**src/rtl/lsu_pkg.sv**
```systemverilog
// Shared types and helpers for the load/store unit: FSM states, RISC-V
// size/sign codes, and the byte-lane mask and misalignment decoders.
package lsu_pkg;

    typedef enum logic [1:0] {
        IDLE   = 2'd0,
        ACCESS = 2'd1,
        DONE   = 2'd2
    } lsu_state_t;

    localparam logic [2:0] F3_B  = 3'b000;
    localparam logic [2:0] F3_H  = 3'b001;
    localparam logic [2:0] F3_W  = 3'b010;
    localparam logic [2:0] F3_D  = 3'b011;
    localparam logic [2:0] F3_BU = 3'b100;
    localparam logic [2:0] F3_HU = 3'b101;
    localparam logic [2:0] F3_WU = 3'b110;

    function automatic logic [7:0] size_mask(input logic [2:0] funct3);
        logic [7:0] mask;
        case (funct3[1:0])
            2'b00:   mask = 8'h01;
            2'b01:   mask = 8'h03;
            2'b10:   mask = 8'h0F;
            default: mask = 8'hFF;
        endcase
        return mask;
    endfunction

    // Code 111 has no defined size, so it is rejected the same way as a misaligned access.
    function automatic logic is_misaligned(input logic [2:0] funct3, input logic [2:0] addr_lo);
        logic bad;
        if (funct3 == 3'b111) begin
            bad = 1'b1;
        end else begin
            case (funct3[1:0])
                2'b00:   bad = 1'b0;
                2'b01:   bad = addr_lo[0];
                2'b10:   bad = |addr_lo[1:0];
                default: bad = |addr_lo;
            endcase
        end
        return bad;
    endfunction

endpackage

```
**src/rtl/lsu_load_align.sv**
```systemverilog
// Combinational load aligner: picks the addressed bytes out of an 8-byte
// aligned word and sign- or zero-extends them to XLEN.
module lsu_load_align
    import lsu_pkg::*;
#(
    parameter int XLEN = 64
) (
    input  logic [XLEN-1:0] data,
    input  logic [2:0]      offset,
    input  logic [2:0]      funct3,
    output logic [XLEN-1:0] result
);

    logic [XLEN-1:0] shifted;

    always_comb begin
        shifted = data >> {offset, 3'b000};
        result  = shifted;
        case (funct3)
            F3_B:    result = {{(XLEN-8){shifted[7]}}, shifted[7:0]};
            F3_H:    result = {{(XLEN-16){shifted[15]}}, shifted[15:0]};
            F3_W:    result = {{(XLEN-32){shifted[31]}}, shifted[31:0]};
            F3_BU:   result = {{(XLEN-8){1'b0}}, shifted[7:0]};
            F3_HU:   result = {{(XLEN-16){1'b0}}, shifted[15:0]};
            F3_WU:   result = {{(XLEN-32){1'b0}}, shifted[31:0]};
            default: result = shifted;
        endcase
    end

endmodule

```
**src/rtl/lsu_stage.sv**
```systemverilog
// Load/store stage between execute and the combinational memory model:
// sequences one op at a time through IDLE -> ACCESS -> DONE.
module lsu_stage
    import lsu_pkg::*;
#(
    parameter int XLEN = 64,
    parameter int RD_W = 5
) (
    input  logic            clock,
    input  logic            reset_n,
    input  logic            in_valid,
    output logic            in_ready,
    input  logic            in_is_load,
    input  logic            in_is_store,
    input  logic [2:0]      in_funct3,
    input  logic [XLEN-1:0] in_addr,
    input  logic [XLEN-1:0] in_wdata,
    input  logic [RD_W-1:0] in_rd,
    output logic [XLEN-1:0] mem_raddr,
    output logic            mem_ren,
    input  logic [XLEN-1:0] mem_rdata,
    output logic [XLEN-1:0] mem_waddr,
    output logic [XLEN-1:0] mem_wdata,
    output logic [7:0]      mem_wmask,
    output logic            mem_wen,
    output logic            out_valid,
    input  logic            out_ready,
    output logic [XLEN-1:0] out_rdata,
    output logic [RD_W-1:0] out_rd,
    output logic            out_misalign
);

    lsu_state_t      state, state_next;
    logic [2:0]      funct3_q;
    logic [XLEN-1:0] addr_q;
    logic [XLEN-1:0] wdata_q;
    logic [RD_W-1:0] rd_q;
    logic            is_load_q;
    logic            is_store_q;
    logic            misalign_q;
    logic [XLEN-1:0] rdata_q;
    logic [XLEN-1:0] aligned;
    logic            accept;

    assign accept = in_valid && in_ready;

    always_ff @(posedge clock or negedge reset_n) begin
        if (!reset_n) begin
            state      <= IDLE;
            funct3_q   <= '0;
            addr_q     <= '0;
            wdata_q    <= '0;
            rd_q       <= '0;
            is_load_q  <= 1'b0;
            is_store_q <= 1'b0;
            misalign_q <= 1'b0;
            rdata_q    <= '0;
        end else begin
            state <= state_next;
            if (accept) begin
                funct3_q   <= in_funct3;
                addr_q     <= in_addr;
                wdata_q    <= in_wdata;
                rd_q       <= in_rd;
                is_load_q  <= in_is_load;
                is_store_q <= in_is_store;
                misalign_q <= (in_is_load || in_is_store) && is_misaligned(in_funct3, in_addr[2:0]);
            end
            if (mem_ren) begin
                rdata_q <= mem_rdata;
            end
        end
    end

    // Ops with no memory side skip ACCESS and report straight away.
    always_comb begin
        state_next = state;
        in_ready   = 1'b0;
        case (state)
            IDLE: begin
                in_ready = 1'b1;
                if (in_valid) begin
                    state_next = (in_is_load || in_is_store) ? ACCESS : DONE;
                end
            end
            ACCESS: state_next = DONE;
            DONE: begin
                if (out_ready) begin
                    in_ready   = 1'b1;
                    state_next = IDLE;
                    if (in_valid) begin
                        state_next = (in_is_load || in_is_store) ? ACCESS : DONE;
                    end
                end
            end
            default: state_next = IDLE;
        endcase
    end

    assign mem_ren   = (state == ACCESS) && is_load_q && !misalign_q;
    assign mem_wen   = (state == ACCESS) && is_store_q && !misalign_q;
    assign mem_wmask = mem_wen ? (size_mask(funct3_q) << addr_q[2:0]) : 8'h00;
    assign mem_raddr = {addr_q[XLEN-1:3], 3'b000};
    assign mem_waddr = {addr_q[XLEN-1:3], 3'b000};
    assign mem_wdata = wdata_q << {addr_q[2:0], 3'b000};

    lsu_load_align #(.XLEN(XLEN)) u_align (
        .data   (rdata_q),
        .offset (addr_q[2:0]),
        .funct3 (funct3_q),
        .result (aligned)
    );

    assign out_valid    = (state == DONE);
    assign out_rdata    = (out_valid && is_load_q && !misalign_q) ? aligned : '0;
    assign out_rd       = rd_q;
    assign out_misalign = out_valid && misalign_q;

endmodule

```
**config.mk**
```make
export PLATFORM = sky130hd
export DESIGN_NAME = lsu_stage
export DESIGN_NICKNAME = d
export VERILOG_FILES = /design/src/rtl/lsu_pkg.sv /design/src/rtl/lsu_load_align.sv /design/src/rtl/lsu_stage.sv
export SDC_FILE = /design/constraint.sdc
export NUM_CORES = 1
export LEC_CHECK = 0
export ABC_CLOCK_PERIOD_IN_PS = 2900
export CORE_AREA = 2 2 188 190
export CTS_CLUSTER_SIZE = 12
export DETAILED_ROUTE_END_ITERATION = 7
export DIE_AREA = 0 0 190 192
export PLACE_DENSITY = 0.69
export SYNTH_ARGS = -nofsm -noshare
export SYNTH_HDL_FRONTEND = slang
export SYNTH_SLANG_ARGS = --single-unit
```
**constraint.sdc**
```tcl
create_clock -name clock -period 2.9 [get_ports clock]
set_input_delay 0.58 -clock clock [delete_from_list [all_inputs] [get_ports clock]]
set_output_delay 0.58 -clock clock [all_outputs]
set_load 0.005 [all_outputs]
```
; ---- Word level (Yosys, flattened, before mapping)
; Index checks and enable logic that the tools add are counted.
[classes]
n_eq_ne = 14
n_shift = 3
mux = 14
reduce_logical = 18
[ops]
columns = cell, n
row1 = $pmux W64 S6, 1
row2 = $mux W64, 1
row3 = $shl A64 B6 Y64, 1
row4 = $shr A64 B6 Y64, 1
row5 = $pmux W8 S3, 1
row6 = $eq A3 B3 Y1 const B, 4
row7 = $logic_and A1 B1 Y1, 9
row8 = $mux W2, 4
row9 = $mux W8, 1
row10 = $shl A8 B3 Y8, 1
row11 = $eq A2 B1 Y1 const B, 3
row12 = $eq A2 B2 Y1 const B, 3
row13 = $logic_not A2 Y1, 3
row14 = $pmux W2 S3, 1
row15 = $eq A3 B1 Y1 const B, 1
row16 = $eq A3 B2 Y1 const B, 1
row17 = $logic_not A3 Y1, 1
row18 = $mux W1, 3
row19 = $pmux W1 S3, 1
row20 = $reduce_or A3 Y1, 1
row21 = $ne A2 B1 Y1 const B, 1
row22 = $ne A2 B2 Y1 const B, 1
row23 = $pmux W1 S2, 1
row24 = $reduce_and A2 Y1, 1
row25 = 3 further kinds, 3
[word_totals]
reg_bits = 205
input_bits = 206
output_inout_bits = 274
wordCells = 58

; ---- Depth between registers and ports, before layout
[depth]
ltp_word = 5
ltp_mapped = 10

; ---- Hierarchy
; A second synthesis with hierarchy kept.
[hier_totals]
hier_cells = 1189
area_unflattened_um2 = 13444.1
[modules_own_cells]
columns = mod, instances, cells_per_inst, area_per_inst_um2, seq_area_each_um2
row1 = lsu_stage, 1, 896, 11105.7, 5129.9
row2 = lsu_load_align, 1, 293, 2338.5, 0.0

; ---- Least setup slack after synthesis
; No wires, ideal clock.
[synth_timing]
path_type = register -> output
startpoint = reg addr_q[0]
endpoint = out out_rdata[10]
t_arrival_ps = 1794
slack_ps = 526
path_stages_with_launch = 8
n_path_buf = 3
path_cell_list = dfrtp_1 -> buf_4 -> buf_8 -> mux2i_1 -> a2bb2o_4 -> or4_4 -> buf_6 -> a21oi_1
[synth_between]
elab_chain_len = 3
[synth_rtl]
columns = item, line
row1 = "start, declared", lsu_stage.sv:35  ; logic [XLEN-1:0] addr_q;
row2 = "start signal, assigned", lsu_stage.sv:62  ; addr_q <= in_addr;
row3 = $shr A64 B6 Y64, lsu_load_align.sv:17  ; shifted = data >> {offset, 3'b000};
row4 = $pmux W64 S6, lsu_load_align.sv:19  ; case (funct3)
row5 = $mux W64, lsu_stage.sv:115  ; assign out_rdata = (out_valid && is_load_q && !misalign_q) ? aligned : '0;
row6 = "end, declared", lsu_stage.sv:28  ; output logic [XLEN-1:0] out_rdata,
; Every way passes these cells.

; ---- Final worst setup path
[layout_timing]
startpoint = reg addr_q[0]
endpoint = out out_rdata[60]
; Same word-level chain as after synthesis.

==> metrics <==
hold slack -0.00206 ns; Tmin final 3.29 ns; Vias 11300; main combinational cell family by area after synthesis multiplexers; Async SR Flop Fraction 1.00; Worst-path clk slew 0.06 ns; status complete, but fails checks; CTS tree yes; Worst EP arrival 2.71 ns; critical path, cell by cell mux2_4, a2bb2oi_4, a2111oi_4, buf_4, nor4_4, buf_6, buf_12, nor3_4, buf_2; end of the critical path out_rdata[60]; Synth Instances 1234; CTS Hold Buffers Added 0; flops & latches, synth 205; grt total ovfl 0; GP Congestion 0.889; die span in y 192 µm; max cap viols 0; fillcell total 2878; Port Buffers 473; CP max stage cell dfrtp_4; sequential area share after synthesis 0.402; maximum root-to-sink buffer count 3; Finished Layout Cells 2134; CTS root buffer clkbuf_16; area leader, netlist dfrtp_1; DR DRC count 0; Pre-Repair DR Iteration Count 5; XOR/XNOR Fraction of Synth Area 0; met3 WL 3.68 mm; CP startpoint kind flop; pwr dens 850 nW/µm²; warning count from the yosys run 0; Final #Nets 1871; num rows 68; H-tree depth 1; kind of critical path flop to output pin; CP max FO 7; post-detail-place hpwl 34.3 mm; mux cell area share after synthesis 0.284; Clk Latency, worst-skew pair 0.53 ns; DRT Wirelength 48.9 mm; Yosys top cell area share 0.402; Worst slew margin 0.574; Setup WS post-layout -0.389 ns; failing checks negative hold slack, negative setup slack; I/O Pins 480; Post-DP Area 17600 µm²; Slew @ Worst Pin 0.638 ns; compound-gate portion of the synthesized area 0.0927; Worst R2R Start state[1]$_DFFE_PN0P_; Overall Power 16.8 mW; Die W 190 µm; Die Area 36500 µm²; Adder-Cell Fraction of Synth Area 0; layout cells sized above 1 0.424; placed cell count 2026; total global-route track usage 0.253; number of buffers created by CTS 25; crit path from addr_q[0]$_DFFE_PN0P_; Top Layer Used met5; TritonCTS Sinks 205; Diodes inserted 0; Netlist cell types 47; Leak Pwr 8.38 nW; CP peak stage delay 0.54 ns; FF-to-FF End rdata_q[46]$_DFFE_PN0P_; Synth-to-Final Area Change 54.3%; number of synthesized flops with an enable pin 0; met1 WL 17.8 mm; Fin. Hold Viols 2; Final Max Tran Viols 0; first-pass GRT wire length 70.3 mm; maximum VDD drop 0.530 mV; met2 routed WL 25.1 mm; vias in the first global route 11600; initial antenna violation count 4; most numerous cell in the Yosys netlist mux2_2; RSZ-0062 raised after global routing true; post-route ant nets 0; Vias per Instance 5.27; initial DRC count 559; Hold WC Path Type input port to async pin; Tcrit/Tclk final 1.13; Crit. End Element output pin; fmax 304 MHz; Synth Area per Inst 10.4 µm²; largest cells by area after synthesis dfrtp_1, mux2_2, buf_4; Post-Synth Simple-Gate Area 0.109; wire per inst 22.9 µm; Initial Util 0.373; largest net degree at the start of global routing 81; Finished Cell Area 19700 µm²; flop-to-flop setup slack 0.96 ns; Required @ worst endpoint 2.32 ns; core area 34300 µm²; synthesized area 12800 µm²; Final Setup Violations 94; most frequent cells after synthesis mux2_2, dfrtp_1, nor2_1; worst setup skew after layout 0.0125 ns; top_reg_cell synth dfrtp_1; Worst Reg2Reg Path Length in Cells 5
critical path, delay by kind of cell, from the launching register on:
family | cells | cell delay [ns]
AO/OA/AOI/OAI | 2 | 0.27
buffers and inverters | 4 | 0.65
flip-flops | 1 | 0.54
multiplexers | 1 | 0.35
AND/OR/NAND/NOR | 2 | 0.37
how the worst min path moves through the flow:
stage | cells after the start | slack [ns] | end | start
floorplan | 0 | 0.28 | addr_q[0]$_DFFE_PN0P_ | reset_n
global placement | 1 | 0.49 | rdata_q[3]$_DFFE_PN0P_ | rdata_q[3]$_DFFE_PN0P_
detailed placement | 1 | 0.50 | rdata_q[3]$_DFFE_PN0P_ | rdata_q[3]$_DFFE_PN0P_
CTS | 1 | 0.03 | rdata_q[27]$_DFFE_PN0P_ | reset_n
global route | 1 | 0.04 | rdata_q[45]$_DFFE_PN0P_ | reset_n
finish | 1 | -0.002 | rdata_q[27]$_DFFE_PN0P_ | reset_n
metrics by stage:
stage               hold slack (ns)  setup WS (ns)  setup TNS [ns]  utilization
floorplan                     0.284          0.526               0            -
global placement              0.491         -0.104           -3.20        0.512
detailed placement            0.495         -0.175           -6.80        0.512
CTS                          0.0259         -0.392          -23.29        0.559
global route                 0.0418         -0.459          -29.51        0.575
finish                     -0.00206         -0.389          -21.86        0.575
cell families (layout without fill, tap and decap cells):
kind of cell / count (synthesis) / count (layout)
mux: 328 / 328
buf+inv: 228 / 668
compound gates: 189 / 189
flops: 205 / 205
other cells: 1 / 6
simple gates: 283 / 283
cell usage in the layout, fill, tap and decap left out, types with 13 or more instances in the layout:
cell type	instances
a21oi_2	36
nand2_1	56
nor2_4	15
o21ai_1	13
a21oi_1	45
clkbuf_16	28
clkbuf_2	14
a211oi_1	18
mux2_4	29
buf_2	87
clkdlybuf4s15_2	13
nor2_2	14
mux2i_1	63
nor3_2	27
mux2_2	215
buf_12	31
o21ai_0	29
dfrtp_1	202
clkdlybuf4s50_1	336
buf_4	71
mux2i_4	14
buf_6	33
nor2_1	119
where the power goes:
part / internal, mW / switching, mW / total [mW]
clock network: 1.76 / 1.25 / 3.01
registers: 3.78 / 0.955 / 4.73
logic: 5.00 / 4.01 / 9.01
flip-flops by register name (all words and copies together) (netlist names):
signal and cells:
misalign_q 1, is_load_q 1, out_rd 5, is_store_q 1
addr_q 64, wdata_q 64, funct3_q 3, state 2
rdata_q 64
layout make-up:
| cell class | count | area [µm²] | share of cell area |
|---|---|---|---|
| multi-input cells | 806 | 7050 | 0.357 |
| flip-flops and latches | 205 | 5140 | 0.261 |
| clock inverters | 8 | 75.1 | 0.00381 |
| well taps | 455 | 569 | 0.0289 |
| inverters | 5 | 21.3 | 0.00108 |
| repair buffers | 622 | 6160 | 0.313 |
| clock buffers | 33 | 696 | 0.0353 |
per-layer routing:
layer / track usage / vias up
li1: - / 5049
met4: 0.108 / 6
met1: 0.282 / 5538
met2: 0.464 / 533
met3: 0.0552 / 125
met5: 0 / -
what timing repair did:
action                                 in CTS  in global routing
endpoints found under the hold margin       0                  0
buffers inserted                           34                 27
gates cloned                               10                  3
pin swaps                                  50                 42
resized for setup                         534                238
setup endpoints to repair                 136                118
Power figures use the tool's default switching activity.
==> edit 1, RTL diff (config.mk and constraints unchanged) <==
`RD_W`: 5 -> 6.
--- a/src/rtl/lsu_stage.sv
+++ b/src/rtl/lsu_stage.sv
@@ -6,3 +6,3 @@
     parameter int XLEN = 64,
-    parameter int RD_W = 5
+    parameter int RD_W = 6
 ) (
Interface: changed (resized in_rd and out_rd); port bits go from 480 to 482. The function was not compared with the original's and may differ.
==> edit 1 against the original RTL <==
  * The flow finishes with violations (setup timing)
  * Sequential cell count is 1 higher
  * Combinational power grew 6.3%
  * Worst setup slack worse by 35 ps
  * Synthesized area is 0.15% higher
  * Die area stayed put
  * Routed wire length grew 4.8%
  * Fmax is 1.0% lower
  * Clock skew up 4.7 ps
  * Design area is 3.1% higher
  * Synthesized cell count about the same
  * Total power grew 3.9%
  * Count of clock-buffer cells in the layout is 4 higher
  * Critical endpoint is now out_rdata[63]
  * Largest power group unchanged
  * Highest routed layer unchanged
==> edit 1: results (changes against the original RTL) <==
| Metric | Value |
|---|---|
| Status | finished, violations left |
| Failing checks | setup timing |
| Cell Count Post-Placement | 2045 (+0.94%) |
| Clk_lat worst skew | 540 ps |
| Most instantiated cells after synthesis | mux2_2 (244), dfrtp_1 (206), nor2_1 (146) |
| Clock root buffer | clkbuf_16 |
| Worst reg2reg path depth | 5 (unchanged) |
| Port Buffers | 475 (+0.42%) |
| Non-filler instance count after layout | 2191 (+2.7%) |
| CTS buffer count | 25 (unchanged) |
| GRT Total Usage | 26.6% (+1.3 points) |
| Largest net degree at the start of global routing | 75 (-7.4%) |
| Worst Path Max Fanout | 8 (+1) |
| First-pass GRT wire length | 74000 µm (+5.3%) |
| Synth top area cells | dfrtp_1 (40%), mux2_2 (21%), buf_4 (7.8%) |
| Avg Vias per Cell | 5.33 (+1.2%) |
| Slew @ Worst Pin | 881 ps (+243 ps) |
| Antenna violations before repair | 10 (+6) |
| Dominant synthesized flop cell | dfrtp_1 |
| Largest regs | addr_q x64, rdata_q x64, wdata_q x64 |
| Critical path arrival | 2740 ps (+30 ps) |
| Unique masters post-synth | 42 (-11%) |
| Dpl cell area | 0.0177 mm² (+0.49%) |
| Number of fill cells | 2880 (+0.069%) |
| Clk slew on worst S/H paths | 60 ps (about the same) |
| Placer Congestion | 0.909 (+2.3%) |
| Post-Place Setup Slack | -303 ps (-128 ps) |
| Sw frac | 37.8% (+0.69 points) |
| Total Wirelength | 51200 µm (+4.8%) |
| Sequential area share after synthesis | 40.3% (+0.14 points) |
| Leak Pwr | 8.68 nW (+3.5%) |
| Syn Inst Count | 1235 (+0.081%) |
| DR pass1 iterations | 5 (unchanged) |
| Slack of the critical path | -424 ps (-34.9 ps) |
| Ys async rst share | 100% (unchanged) |
| CTS max path bufs | 3 (unchanged) |
| Setup_tns | -27470 ps (-5610 ps) |
| Final net count | 1919 (+2.6%) |
| Layout cell share with drive strength beyond 1 | 46.4% (+4.0 points) |
| Clock skew | 17.3 ps (+4.74 ps) |
| Final setup vio count | 110 (+17%) |
| Hpwl dp | 35300 µm (+3.0%) |
| Detailed Route Iter0 Violations | 770 (+38%) |
| Hold crit path type | input pin to asynchronous set/reset pin |
| H-tree levels | 1 (unchanged) |
| Peak VDD IR | 0.000538 V (+1.5%) |
| Number of global-route vias before repair | 11900 (+2.7%) |
| Synth Warn # | 0 (unchanged) |
[edit 1: changes by cell type after synthesis, moves of 2 or more]
cell | unedited run | this run
clkbuf_1 | 49 | 42
mux2_4 | 2 | 0
and2_1 | 14 | 16
mux2_2 | 240 | 244
buf_2 | 27 | 35
and2_0 | 2 | 0
[edit 1: path summary, 6_finish.rpt]
| check | startpoint | end | slack [ps] |
|---|---|---|---|
| max in group asynchronous | reset_n | addr_q[0] | 2090 |
| max | addr_q[0] | out_rdata[63] | -420 |
| min | reset_n | out_rd[4] | 30 |
| max reg2reg | state[1] | rdata_q[44] | 760 |
| min reg2reg | out_rd[4] | out_rd[4] | 500 |
| min in group clock | out_rd[4] | out_rd[4] | 500 |
[edit 1: area by class of cell]
| cell class | instances | area (µm²) | share of cell area [%] |
|---|---|---|---|
| Multi-Input combinational cell | 807 | 7260 | 35.7 |
| Timing Repair Buffer | 667 | 6510 | 32.0 |
| Sequential cell | 206 | 5160 | 25.4 |
| Clock buffer | 37 | 741 | 3.65 |
| Tap cell | 455 | 569 | 2.80 |
| Clock inverter | 6 | 36.3 | 0.179 |
| Inverter | 5 | 22.5 | 0.111 |
| Antenna cell | 8 | 20.0 | 0.0985 |
[edit 1: cells by family after synthesis]
logic type	Yosys count	synth area share, %
compound gates	189	9.18
other cells	1	0.0293
simple gates	282	10.9
flops	206	40.3
mux	329	28.4
buf+inv	228	11.2
[edit 1: timing repair]
item,in CTS,in global routing
resized for setup,656,249
pin swaps,52,84
gates cloned,16,5
buffers inserted,53,35
setup endpoints to repair,136,134
[edit 1: power by group through the flow]
stage / logic (mW) / clock network [mW] / registers [mW]
2_1_floorplan: 4.48 / 0 / 4.33
3_3_place_gp: 7.57 / 0 / 4.68
3_5_place_dp: 7.61 / 0 / 4.72
4_1_cts: 8.76 / 3.09 / 4.75
5_1_grt: 10.1 / 3.20 / 4.91
6_report: 9.58 / 3.02 / 4.81
[edit 1: per-layer routing]
layer	global-route usage [%]	vias to the layer above	wire length [µm]
met1	32.6	5829	19700
met5	0	-	35
li1	-	5180	-
met2	46.1	556	25500
met4	9.21	6	1940
met3	5.96	115	4090
[edit 1: worst max-delay path, stage by stage, from the launching register on]
cell       delay, ps
dfrtp_4          510
buf_6            140
mux2i_1          110
o22a_1           240
a2111oi_4        460
nor4_4           100
buf_6            170
clkbuf_16        170
nor3_1           170
buf_2            140
==> edit 2, RTL diff (same settings) <==
Made on the original files. Reset style: synchronous (`reset_n`), changed in one clocked block.
--- a/src/rtl/lsu_stage.sv
+++ b/src/rtl/lsu_stage.sv
@@ -46,3 +46,3 @@
 
-    always_ff @(posedge clock or negedge reset_n) begin
+    always_ff @(posedge clock) begin
         if (!reset_n) begin
Check against the original RTL: differs if reset_n is asserted again (counterexample within 4 cycles, from zero or initial values and one cycle with reset_n low); with reset_n held inactive, the same outputs for 4 cycles.
==> edit 2 against the original RTL <==
  * The run ends with setup timing left
  * Routed wire length grew 14%
  * First-iteration DRC count grew 120%
  * Sequential cell count is the same
  * Design area grew 2.2%
  * Die area is the same
  * Worst setup slack gained 99 ps
  * Synthesized area grew 0.93%
Power is not compared: it rests on default switching activity, and its combinational part moved more than twofold at a synthesized area within 25%.
==> edit 2: results (changes against the original RTL) <==
| Metric | Value |
|---|---|
| Final net count | 2297 (+23%) |
| Status | finished, violations left |
| GRT Total Usage | 28.0% (+2.7 points) |
| Detailed Route Iter0 Violations | 1227 (+120%) |
| Met3 usage | 4.93% (-0.58 points) |
| Largest net degree at the start of global routing | 93 (+15%) |
| M1 GR Usage | 35.0% (+6.8 points) |
| Number of global-route vias before repair | 13400 (+16%) |
| Final hold slack | 465 ps (+467 ps) |
| Met3 wire len | 4860 µm (+32%) |
| Slack of the critical path | -291 ps (+98.6 ps) |
| Critical path arrival | 2610 ps (-100 ps) |
| Failing checks | setup timing |
| Met1 wire length | 21400 µm (+20%) |
| DR vias | 14000 (+25%) |
| Post-synth top area cell | dfxtp_1 |
| Syn avg cell area | 7.66 µm² (-26%) |
| Multiplexer area fraction after synthesis | 13.6% (-15 points) |
| Hpwl dp | 37500 µm (+9.2%) |
| WL/cell | 21.7 µm (-5.5%) |
| First-pass GRT wire length | 79200 µm (+13%) |
| Max-slew headroom | 52.4% (-5.1 points) |
| Worst Path Max Fanout | 5 (-2) |
| Hold crit path type | flip-flop to flip-flop |
| Worst reg2reg path depth | 7 (+2) |
| Layout cell share with drive strength beyond 1 | 25.0% (-17 points) |
| Clock skew | 20.4 ps (+7.88 ps) |
| Unique masters post-synth | 50 (+6.4%) |
| Final setup vio count | 46 (-51%) |
| Number of fill cells | 2961 (+2.9%) |
| Reg2Reg Setup Slack | 850 ps (-110 ps) |
| Met2 usage | 46.5% (+0.13 points) |
| Reg2reg end | rdata_q[39] |
| Post-Place Setup Slack | -130 ps (+45.5 ps) |
| Setup_tns | -8380 ps (+13480 ps) |
| Total Wirelength | 55500 µm (+14%) |
| Worst R2R Start | state[0] |
| Dpl cell area | 0.0174 mm² (-0.94%) |
==> edit 2: cell count changes in the layout (fill, tap and decap cells not counted), sizes merged, moves of 22 or more <==
cell / change
o22ai: +24
dfxtp: +205
mux2: -206
nand2: +398
o21ai: -27
dfrtp: -205
dlymetal6s2s: +22
nor3: -25
a21boi: +202
nor2: -32
==> edit 2: logic make-up after synthesis <==
group                  Yosys count
and+or+nand+nor                632
muxes                          147
buffers and inverters          281
AOI/OAI and AO/OA              417
other                            1
DFF                            205
==> edit 2: critical path: stages (launching register included) <==
cell and delay (ps):
dfxtp_4 360, buf_6 130, mux2_4 260, a2bb2oi_2 180
a41o_1 270, o31ai_4 270, buf_6 170, buf_12 140
buf_8 120, nor2_1 40, buf_2 130
==> edit 2: area by class of cell <==
type	count	area (µm²)	share of cell area, %
inverters	12	57.6	0.286
multi-input cells	1202	8090	40.1
clock buffers	36	768	3.81
repair buffers	646	6490	32.2
clock inverters	7	63.8	0.317
flip-flops and latches	205	4120	20.4
well taps	455	569	2.82
